==> src/rtl/spike_rate_decoder.sv <==
// spike_rate_decoder: windowed spike-rate counter with valid/ready output and inter-spike interval measurement.
// Define SPIKE_RATE_SEG7_EN to add a registered 7-segment readout (gfedcba) of the rate's top nibble.
module spike_rate_decoder #(
    parameter int WINDOW_LEN = 16,
    parameter int CNT_W = 5,
    parameter int ISI_W = 8
) (
    input  logic             clk,
    input  logic             reset,
    input  logic             spike,
    input  logic             enable,
    input  logic             out_ready,
    output logic             out_valid,
    output logic [CNT_W-1:0] rate,
    output logic [ISI_W-1:0] last_isi,
`ifdef SPIKE_RATE_SEG7_EN
    output logic [6:0]       seg,
`endif
    output logic             overrun
);
    localparam int WIN_W = $clog2(WINDOW_LEN);
    localparam logic [0:0] IDLE = 1'b0;
    localparam logic [0:0] COUNT = 1'b1;
    logic [0:0] state;
    logic [WIN_W-1:0] win_cnt;
    logic [CNT_W-1:0] spk_cnt, spk_next;
    logic [ISI_W-1:0] isi_cnt, isi_next;
    logic last_cycle, load;
    always_comb begin
        spk_next = (&spk_cnt || !spike) ? spk_cnt : spk_cnt + CNT_W'(1);
        isi_next = &isi_cnt ? isi_cnt : isi_cnt + ISI_W'(1);
        last_cycle = state == COUNT && win_cnt == WIN_W'(WINDOW_LEN - 1);
        load = enable && last_cycle;
    end
    // The IDLE->COUNT cycle is window cycle 0, so counting logic is shared with COUNT.
    always_ff @(posedge clk) begin
        if (reset) begin
            state <= IDLE;
            win_cnt <= '0;
            spk_cnt <= '0;
            isi_cnt <= '0;
            out_valid <= 1'b0;
            rate <= '0;
            last_isi <= '0;
            overrun <= 1'b0;
        end else begin
            state <= enable ? COUNT : IDLE;
            win_cnt <= (!enable || last_cycle) ? '0 : win_cnt + WIN_W'(1);
            spk_cnt <= (!enable || last_cycle) ? '0 : spk_next;
            if (load) rate <= spk_next;
            out_valid <= load || (out_valid && !out_ready);
            if (load && out_valid && !out_ready) overrun <= 1'b1;
            if (spike) last_isi <= isi_next;
            isi_cnt <= spike ? '0 : isi_next;
        end
    end
`ifdef SPIKE_RATE_SEG7_EN
    localparam int SEG_SH = CNT_W > 4 ? CNT_W - 4 : 0;
    localparam logic [6:0] SEG_LUT [16] = '{
        7'h3f, 7'h06, 7'h5b, 7'h4f, 7'h66, 7'h6d, 7'h7d, 7'h07,
        7'h7f, 7'h6f, 7'h77, 7'h7c, 7'h39, 7'h5e, 7'h79, 7'h71
    };
    logic [3:0] seg_nib;
    always_comb seg_nib = 4'(spk_next >> SEG_SH);
    always_ff @(posedge clk) begin
        if (reset) seg <= 7'h3f;
        else if (load) seg <= SEG_LUT[seg_nib];
    end
`endif
endmodule

==> config.mk <==
export PLATFORM = sky130hd
export DESIGN_NAME = spike_rate_decoder
export DESIGN_NICKNAME = d
export VERILOG_FILES = /design/src/rtl/spike_rate_decoder.sv
export SDC_FILE = /design/constraint.sdc
export NUM_CORES = 1
export LEC_CHECK = 0
export ABC_AREA = 1
export BUFFER_PORTS_ARGS = -buffer_cell sky130_fd_sc_hd__buf_2
export CAP_MARGIN = 20
export CELL_PAD_IN_SITES_DETAIL_PLACEMENT = 0
export CELL_PAD_IN_SITES_GLOBAL_PLACEMENT = 1
export CORE_AREA = 3 3 63 65
export CTS_CLUSTER_DIAMETER = 50
export CTS_CLUSTER_SIZE = 8
export DETAILED_ROUTE_END_ITERATION = 10
export DIE_AREA = 0 0 66 68
export PLACE_DENSITY = 0.84
export SLEW_MARGIN = 0
export SYNTH_ARGS = -nofsm -noshare
export SYNTH_HDL_FRONTEND = slang
export SYNTH_SLANG_ARGS = --single-unit
==> constraint.sdc <==
create_clock -name clk -period 2.2 [get_ports clk]
set_clock_uncertainty 0.1 [all_clocks]
set_input_delay 0.44 -clock clk [delete_from_list [all_inputs] [get_ports clk]]
set_output_delay 0.44 -clock clk [all_outputs]
set_load 0.01 [all_outputs]
==> summary.txt, run 1 <==
Floorplan
  • Die W: 66 um
  • Die ar.: 0.00449 mm2
  • I/O pin cnt: 20
  • Row count: 21
  • Die Ht: 68 um
  • Core Box Area: 0.00339 mm2
  • Starting Density: 0.405

Hold path
  • Hold EP: state
  • Worst min path class: in2reg
  • Hold Startpoint: enable
  • Hold depth: 3

Logic synthesis
  • EDFF count, synth: 0
  • Unique masters post-synth: 22
  • Post-synth ARST share: 0
  • Post-Syn Nets: 195
  • Share of Yosys cell area claimed by the top area cell type: 0.481
  • Synthesized cell area: 0.00137 mm2
  • Synth top area cells: dfxtp_1 (48%), nand2_1 (15%), inv_1 (6.6%)
  • Mapped Cells: 186
  • Flops & latches, synth: 33
  • Ys flop type: dfxtp_1
  • Synth Warn #: 0
  • Synth Area per Inst: 7.39 um2
  • Yosys top cell by area: dfxtp_1
  • Post-synthesis sequential area ratio: 0.481

Clocking
  • Clock-pin slew on the worst setup and hold paths: 0.10 ns
  • Htree depth: 2
  • CTS Buffer Depth: 2
  • Post-CTS Hold Buffers: 0
  • # resized after CTS: 0
  • Worst-skew pair later-pin latency: 0.33 ns
  • Post-CTS Setup Bufs: 0
  • Clk root buf: clkbuf_4
  • TritonCTS Buffers: 5
  • Clock sinks: 33
  • CTS tree: yes

Timing
  • Maximum clock rate: 581 MHz
  • Worst Tran Pin Value: 0.607 ns
  • Setup slack after layout: 0.480 ns
  • Max Slew Vio Count: 0
  • Final hold vios: 0
  • Relative slew slack: 0.593
  • Final setup fails: 0
  • Total negative setup slack: 0 ns
  • Post-route minimum period: 1.72 ns
  • Period utilization: 0.782
  • RSZ-0062 raised after global routing: no

Global route
  • Largest net degree at the start of global routing: 11
  • Gr usage total: 0.139
  • Antenna violations before repair: 0
  • Vias in the first global route: 1088
  • First-pass GRT wire length: 4.64 mm
  • Gr ovfl total: 0

Route
  • Initial drt markers: 47
  • Post-route DRC: 0
  • Antenna Violating Nets Remaining: 0
  • Vias per cell: 4.48
  • Routed vias: 1155
  • Routed WL per cell: 10.1 um
  • Detailed Routing Iterations Pass 1: 2
  • Final WL: 2.62 mm

Place
  • DP HPWL: 1.94 mm
  • Dpl ws: 0.504 ns
  • Number of port buffers: 19
  • Final GP Congestion: 0.868
  • Post-Place Cells: 252

Finish
  • Syn-to-layout area delta: 14.8%
  • Multi-input combinational cell area: 623 um2
  • Layout cells sized above 1: 0.151
  • N_diodes: 0
  • FF+latch area: 661 um2
  • # fillers: 372
  • Finished Layout Cells: 258
  • Fin nets: 222
  • Most frequent cells in the layout: nand2_1 (55), dfxtp_1 (33), inv_1 (24), nor2_1 (24), buf_2 (19)
  • Most common cell after layout, fill and taps aside: nand2_1

Outcome
  • Status: complete, no violations

Worst setup path
  • CP required: 2.34 ns
  • Critical path endpoint category: flip-flop
  • Worst Path Arrival: 1.86 ns
  • Reg2Reg Depth: 11
  • Reg-to-Reg Start: spk_cnt[0]
  • Worst r2r dst: rate[1]
  • CP Launch Type: flip-flop
  • Critical path class: reg2reg
  • Critical path fanouts, max: 6
  • R2R setup slack: 0.48 ns

Power
  • Register share of total power: 0.637
  • Sw frac: 0.237
  • Leakage power total: 0.764 nW
  • Maximum vdd ir drop: 0.000388 V
  • Final Power: 0.964 mW
  • Switching power: 0.228 mW
  • Int Power: 0.736 mW
  • PwrDens: 612 mW/mm2
  • Clock Power Share: 0.310
  • Comb power frac: 0.053

Run
  • Max-Cap Viols: 0
[logic make-up (layout without fill, tap and decap cells)]
family          count (synthesis)  count (layout)  share of synthesized area
fa+ha+maj                       4               4                     0.0364
xor+xnor                        2               2                     0.0128
compound gates                 20              20                     0.0774
buf+inv                        24              50                     0.0656
flops                          33              33                      0.481
simple gates                  103             103                      0.327
[cell usage after synthesis (2+ instances only)]
cell type,number
nand3_1,12
nor2_1,24
nand4_1,2
xnor2_1,2
a31oi_1,3
nand2_1,55
nand3_2,2
a21oi_1,7
ha_1,4
dfxtp_1,33
o21ai_0,8
inv_1,24
[final cells by class]
cell class,instances,area share
tap,46,0.0365
multi-input combinational,129,0.395
timing repair buffer,20,0.0651
clock inverter,1,0.00317
sequential,33,0.419
inverter,24,0.0571
clock buffer,5,0.0238
[power by group through the flow]
stage | sequential, mW | clock, mW | combinational [mW]
4_1_cts | 0.614 | 0.320 | 0.0525
3_3_place_gp | 0.628 | 0 | 0.0530
5_1_grt | 0.616 | 0.342 | 0.0609
2_1_floorplan | 0.628 | 0 | 0.0303
3_5_place_dp | 0.628 | 0 | 0.0522
6_report | 0.614 | 0.299 | 0.0512
[critical path, cell delays in order (launching register included)]
cell and delay [ns]:
dfxtp_1 0.40, ha_1 0.19, inv_1 0.05, nor3_1 0.14, ha_1 0.20, inv_1 0.04
nand2_1 0.16, nand2_1 0.06, o21ai_0 0.11, nand2_1 0.08, nand2_1 0.06, nor2_1 0.04
[stage by stage]
stage               hold WS (ns)   util  cell area (um2)
floorplan                  0.318      -             1370
global placement           0.334  0.453             1530
detailed placement         0.334  0.453             1530
CTS                        0.228  0.465             1580
global route               0.242  0.465             1580
finish                     0.246  0.465             1580
[worst max path at each step]
stage / start / to / slack [ns] / depth (start not counted)
final: spk_cnt[0] / rate[1] / 0.48 / 11
after global routing: spk_cnt[0] / rate[1] / 0.30 / 11
after detailed placement: spk_cnt[0] / rate[4] / 0.50 / 11
after CTS: spk_cnt[0] / rate[1] / 0.49 / 11
after floorplan: spk_cnt[0] / rate[2] / 0.65 / 10
after global placement: spk_cnt[0] / rate[1] / 0.54 / 11
[state kept, by name, indices dropped and copies added (netlist names)]
name / count
last_isi: 8
win_cnt: 4
isi_cnt: 8
rate: 5
spk_cnt: 5
overrun: 1
out_valid: 1
state: 1
[layer usage]
layer  vias up  wire length [um]  share of wire  global-route usage
met3         8               102          0.039              0.0394
met4         0                66          0.025              0.0964
met5         -                 0              0                   0
li1        635                 -              -                   -
met1       497              1240           0.48               0.160
met2        15              1200           0.46               0.225
Power figures use the tool's default switching activity.
==> run 2, diff against run 1 <==
==> constraint.sdc (replaced) <==
create_clock -name clk -period 1.6 [get_ports clk]
set_clock_uncertainty 0.1 [all_clocks]
set_input_delay 0.32 -clock clk [delete_from_list [all_inputs] [get_ports clk]]
set_output_delay 0.32 -clock clk [all_outputs]
set_load 0.01 [all_outputs]
==> run 2 against run 1 <==
Sequential share of layout area shrank 3.7 points. Cell area grew 10%. Die area did not move. Largest power group unchanged. Highest routed layer unchanged.
==> summary.txt, run 2 (synthesis gave the netlist of run 1 again) <==
Outcome
  • Status: complete, no violations

Finish
  • Design area: 0.00174 mm2 (+10%)
  • Layout cells sized above 1: 0.249 (+0.0979)
  • Most common cell after layout, fill and taps aside: nand2_1
  • N_diodes: 0 (unchanged)
  • Syn-to-layout area delta: 26.4%
  • # fillers: 328 (-12%)
  • Fin nets: 229 (+3.2%)
  • Final core occ: 0.512 (+0.0473)
  • FF+latch area: 663 um2 (+0.38%)
  • Top flop regs: isi_cnt x8, last_isi x8
  • Finished Layout Cells: 267 (+3.5%)
  • Most frequent cells in the layout: nand2_1 (53), dfxtp_1 (31), nor2_1 (23), inv_1 (22), buf_2 (19)
  • Multi-input combinational cell area: 683 um2 (+9.6%)

Global route
  • Vias in the first global route: 1114 (+2.4%)
  • Antenna violations before repair: 0 (unchanged)
  • First-pass GRT wire length: 4.81 mm (+3.6%)
  • Largest net degree at the start of global routing: 11 (unchanged)
  • Gr ovfl total: 0 (unchanged)
  • Gr usage total: 0.146 (+0.00656)

Worst setup path
  • CP startpoint: spk_cnt[0]
  • Critical path class: reg2reg
  • Critical path endpoint category: flip-flop
  • Reg2Reg Depth: 11 (unchanged)
  • Setup crit end: rate[1]
  • Reg-to-Reg Start: spk_cnt[0]
  • CP Launch Type: flip-flop
  • Worst Path Arrival: 1.71 ns (-0.15 ns)
  • Critical path fanouts, max: 6 (unchanged)
  • Worst r2r dst: rate[1]
  • R2R setup slack: 0.03 ns (-0.45 ns)
  • CP required: 1.75 ns (-0.59 ns)

Place
  • Post-Place Cells: 259 (+2.8%)
  • Cell area after placement: 0.00159 mm2 (+3.4%)
  • DP HPWL: 2.06 mm (+6.6%)
  • Number of port buffers: 19 (unchanged)
  • Final GP Congestion: 0.777 (-10%)

Timing
  • Maximum clock rate: 639 MHz (+9.9%)
  • Period utilization: 0.979 (+0.197)
  • Final hold slack: 0.123 ns (-0.124 ns)
  • RSZ-0062 raised after global routing: yes
  • Final setup fails: 0 (unchanged)
  • Relative slew slack: 0.856 (+0.263)
  • Final hold vios: 0 (unchanged)
  • Max Slew Vio Count: 0 (unchanged)
  • Post-route minimum period: 1.57 ns (-0.155 ns)
  • Worst Tran Pin Value: 0.214 ns (-0.393 ns)

Power
  • PwrDens: 919 mW/mm2 (+50%)
  • Maximum vdd ir drop: 0.000490 V (+26%)
  • Leakage power total: 0.840 nW (+9.9%)

Clocking
  • Clk root buf: clkbuf_4
  • CTS tree: yes
  • Worst-skew pair later-pin latency: 0.34 ns (about the same)
  • CTS Buffer Depth: 2 (unchanged)
  • Htree depth: 2 (unchanged)
  • TritonCTS Buffers: 5 (unchanged)
  • Post-CTS Hold Buffers: 0 (unchanged)
  • Clock sinks: 33 (unchanged)
  • Clock-pin slew on the worst setup and hold paths: 0.10 ns (about the same)

Floorplan
  • Die Ht: 68 um (unchanged)
  • Core Box Area: 0.00339 mm2 (unchanged)
  • Die W: 66 um (unchanged)
  • Starting Density: 0.405 (unchanged)
  • Row count: 21 (unchanged)
  • Die ar.: 0.00449 mm2 (unchanged)
  • I/O pin cnt: 20 (unchanged)

Route
  • Vias per cell: 4.55 (+1.7%)
  • Antenna Violating Nets Remaining: 0 (unchanged)
  • Initial drt markers: 45 (-4.3%)
  • Post-route DRC: 0 (unchanged)
  • Final WL: 2.81 mm (+7.4%)
  • Routed WL per cell: 10.5 um (+3.8%)
  • Routed vias: 1216 (+5.3%)
  • Detailed Routing Iterations Pass 1: 4 (+2)

Run
  • Max-Cap Viols: 0 (unchanged)

Hold path
  • Worst min path class: in2reg
## run 2: cell type report
| cell class | count | area share |
|---|---|---|
| clock buffer | 7 | 0.0317 |
| clock inverter | 1 | 0.0173 |
| inverter | 24 | 0.0533 |
| multi-input combinational | 129 | 0.393 |
| sequential | 33 | 0.382 |
| tap | 46 | 0.0331 |
| timing repair buffer | 27 | 0.0893 |
## run 2: worst max-delay path: stages (launching register included)
cell and delay, ns:
dfxtp_2 0.37, ha_4 0.14, inv_4 0.04, nor3_4 0.15
ha_2 0.21, inv_2 0.05, nand2_4 0.11, nand2_1 0.07
o21ai_2 0.06, nand2_1 0.06, nand2_1 0.06, nor2_1 0.04
## run 2: through the flow
step           worst slack [ns]  setup TNS, ns  power (mW)
6_report                 0.0341              0        1.60
5_1_grt                 -0.0661         -0.175        1.66
4_1_cts                 0.00591              0        1.61
3_5_place_dp            -0.0792         -0.273       0.946
3_3_place_gp           0.000769              0       0.946
2_1_floorplan            0.0496              0       0.906
## run 2: worst min-delay path by stage
stage                 from     endpoint  slack, ns  cells past startpoint
6_report            enable        state       0.12                      3
3_5_place_dp   last_isi[5]  last_isi[5]       0.33                      2
2_1_floorplan        reset    out_valid       0.29                      1
3_3_place_gp    win_cnt[0]   win_cnt[0]       0.33                      1
4_1_cts             enable        state       0.11                      3
5_1_grt             enable        state       0.13                      3
## run 2: layer usage
metal,vias up,routed length (um),global-route usage
li1,654,-,-
met4,0,57,0.0838
met1,536,1210,0.157
met2,19,1400,0.258
met3,7,143,0.0411
met5,-,0,0
## run 2: what timing repair did
| item | 4_1_cts | 5_1_grt |
|---|---|---|
| setup endpoints to repair | 8 | 10 |
| buffers inserted | 0 | 0 |
| pin swaps | 0 | 7 |
| gates resized for setup | 7 | 15 |
| endpoints found under the hold margin | 0 | 0 |
## run 2: where the power goes
group	total [mW]	leakage (nW)	switching, mW	internal, mW
logic	0.0933	0.526	0.0535	0.0398
clock network	0.657	0.0455	0.284	0.373
registers	0.845	0.268	0.00965	0.836
==> run 3, diff against run 2 <==
--- a/config.mk
+++ b/config.mk
@@ -8,7 +8,7 @@
 export ABC_AREA = 1
 export BUFFER_PORTS_ARGS = -buffer_cell sky130_fd_sc_hd__buf_2
 export CAP_MARGIN = 20
-export CELL_PAD_IN_SITES_DETAIL_PLACEMENT = 0
+export CELL_PAD_IN_SITES_DETAIL_PLACEMENT = 1
 export CELL_PAD_IN_SITES_GLOBAL_PLACEMENT = 1
 export CORE_AREA = 3 3 63 65
 export CTS_CLUSTER_DIAMETER = 50
==> run 3 against run 2 <==
The flow now finishes with violations (negative setup slack). Non-clock buffer count did not move. Via count rose by 6.3%. Flip-flop and latch count did not move. Global-route usage rose by 2.7 points. Critical path type unchanged. Highest routed layer unchanged.
==> summary.txt, run 3 (synthesis gave the netlist of run 1 again) <==
Outcome
  • Violated checks: negative setup slack
  • Status: finished with violations

Route
  • Final WL: 3.39 mm (+21%)
  • Vias per cell: 4.84 (+6.3%)
  • Routed vias: 1292 (+6.3%)
  • Detailed Routing Iterations Pass 1: 4 (unchanged)
  • Antenna Violating Nets Remaining: 0 (unchanged)
  • Post-route DRC: 0 (unchanged)
  • Initial drt markers: 30 (-33%)
  • Routed WL per cell: 12.7 um (+21%)

Worst setup path
  • Setup crit end: rate[2]
  • Critical path fanouts, max: 6 (unchanged)
  • Reg2Reg Depth: 10 (-1)
  • Crit path buf inv count: 2 (unchanged)
  • Reg-to-Reg Start: spk_cnt[0]
  • CP Launch Type: flip-flop
  • Cell chain of the critical path: ha_4 -> inv_4 -> nor3_4 -> ha_2 -> inv_2 -> nand2_4 -> o21ai_1 -> nand2_1 -> nor2_1 -> nor2_1
  • Critical path class: reg2reg
  • Most frequent CP cell: nor2_1
  • Critical path endpoint category: flip-flop
  • Slowest CP cell: dfxtp_2
  • Top Family by Delay on Critical Path: simple AND/OR/NAND/NOR gates
  • CP startpoint: spk_cnt[0]
  • Worst Path Arrival: 1.74 ns (+0.03 ns)
  • Critical path depth: 10 (-1)
  • Worst r2r dst: rate[2]
  • R2R setup slack: -0.001 ns (-0.04 ns)
  • Crit path largest cell delay: 0.35 ns (-0.02 ns)
  • CP required: 1.73 ns (-0.02 ns)

Global route
  • First-pass GRT wire length: 5.82 mm (+21%)
  • Gr usage total: 0.174 (+0.0275)
  • Largest net degree at the start of global routing: 11 (unchanged)
  • Vias in the first global route: 1321 (+19%)
  • Antenna violations before repair: 0 (unchanged)
  • Gr ovfl total: 0 (unchanged)

Clocking
  • Clock-pin slew on the worst setup and hold paths: 0.10 ns (about the same)
  • CTS Buffer Depth: 2 (unchanged)
  • CTS tree: yes
  • Clk root buf: clkbuf_4
  • Post-CTS Setup Bufs: 0 (unchanged)
  • TritonCTS Buffers: 5 (unchanged)
  • Htree depth: 2 (unchanged)
  • Worst-skew pair later-pin latency: 0.33 ns (about the same)
  • Post-CTS Hold Buffers: 0 (unchanged)
  • Clock sinks: 33 (unchanged)

Finish
  • N_diodes: 0 (unchanged)
  • Layout cells sized above 1: 0.249 (unchanged)
  • Fin nets: 229 (unchanged)
  • Final core occ: 0.512 (about the same)
  • Most common cell after layout, fill and taps aside: nand2_1
  • Top flop regs: isi_cnt x8, last_isi x8
  • Most frequent cells in the layout: nand2_1 (52), dfxtp_1 (31), nor2_1 (23), inv_1 (22), buf_2 (19)
  • Syn-to-layout area delta: 26.3% (about the same)

Timing
  • Max Slew Vio Count: 0 (unchanged)
  • Total negative setup slack: -0.00150 ns (-0.00150 ns)
  • Post-route minimum period: 1.60 ns (+0.0356 ns)
  • Worst Tran Pin Value: 0.278 ns (+0.0637 ns)
  • Final setup fails: 1 (+1)
  • Maximum clock rate: 624 MHz (-2.2%)
  • Relative slew slack: 0.813 (-0.0429)
  • RSZ-0062 raised after global routing: yes
  • Final hold vios: 0 (unchanged)
  • Setup slack after layout: -0.00150 ns (-0.0356 ns)
  • Period utilization: 1.00 (+0.0223)

Floorplan
  • Die Ht: 68 um (unchanged)
  • Core Box Area: 0.00339 mm2 (unchanged)
  • I/O pin cnt: 20 (unchanged)
  • Die W: 66 um (unchanged)
  • Row count: 21 (unchanged)
  • Starting Density: 0.405 (unchanged)
  • Die ar.: 0.00449 mm2 (unchanged)

Place
  • Number of port buffers: 19 (unchanged)
  • Final GP Congestion: 0.777 (unchanged)
  • DP HPWL: 2.57 mm (+24%)

Power
  • Maximum vdd ir drop: 0.000448 V (-8.7%)
  • Leakage power total: 0.836 nW (-0.39%)
  • PwrDens: 919 mW/mm2 (about the same)

Run
  • Max-Cap Viols: 0 (unchanged)

Hold path
  • Worst min path class: in2reg
==> run 3: cell counts in the layout (fill, tap and decap cells not counted) <==
Identical to the previous run, type by type.
==> run 3: repair_timing <==
item	CTS	global route
gates resized for setup	12	10
setup endpoints to repair	9	9
pin swaps	1	3
==> run 3: worst min path at each step <==
stage | slack [ns] | from | end | cells past startpoint
2_1_floorplan | 0.29 | reset | out_valid | 1
3_3_place_gp | 0.33 | win_cnt[0] | win_cnt[0] | 1
3_5_place_dp | 0.34 | last_isi[5] | last_isi[5] | 2
4_1_cts | 0.11 | enable | state | 3
5_1_grt | 0.11 | enable | state | 3
6_report | 0.13 | enable | state | 3
==> run 3: through the flow <==
step	total power, mW	setup slack (ns)	hold slack (ns)	cell area (um2)	cells
after global routing	1.68	-0.0655	0.108	1740	267
after global placement	0.946	0.000769	0.333	1590	259
final	1.59	-0.00150	0.128	1740	267
after CTS	1.62	0.00608	0.113	1700	267
after detailed placement	0.950	-0.133	0.336	1590	259
after floorplan	0.906	0.0496	0.289	1370	186
==> run 3: routing by layer <==
layer,global-route usage,vias to the layer above,wire (um)
met3,0.0542,5,102
met4,0.0609,0,41
met1,0.174,619,1360
met2,0.337,14,1890
met5,0,-,0
li1,-,654,-
==> run 3: area by class of cell <==
class	count	area, um2
inverter	24	92.6
clock inverter	1	30.0
clock buffer	7	55.1
multi-input combinational	129	682
fill	445	1650
sequential	33	663
tap	46	57.6
timing repair buffer	27	155
==> run 3: report_power, final <==
group	total (mW)	switching [mW]	leakage, nW	internal, mW
sequential	0.846	0.0101	0.268	0.836
clock	0.651	0.278	0.0455	0.373
combinational	0.0976	0.0570	0.523	0.0406
total	1.59	0.345	0.836	1.25
==> run 3: tightest hold or removal path: stages <==
cell	delay, ns
buf_2	0.11
inv_1	0.05
nor2_1	0.05
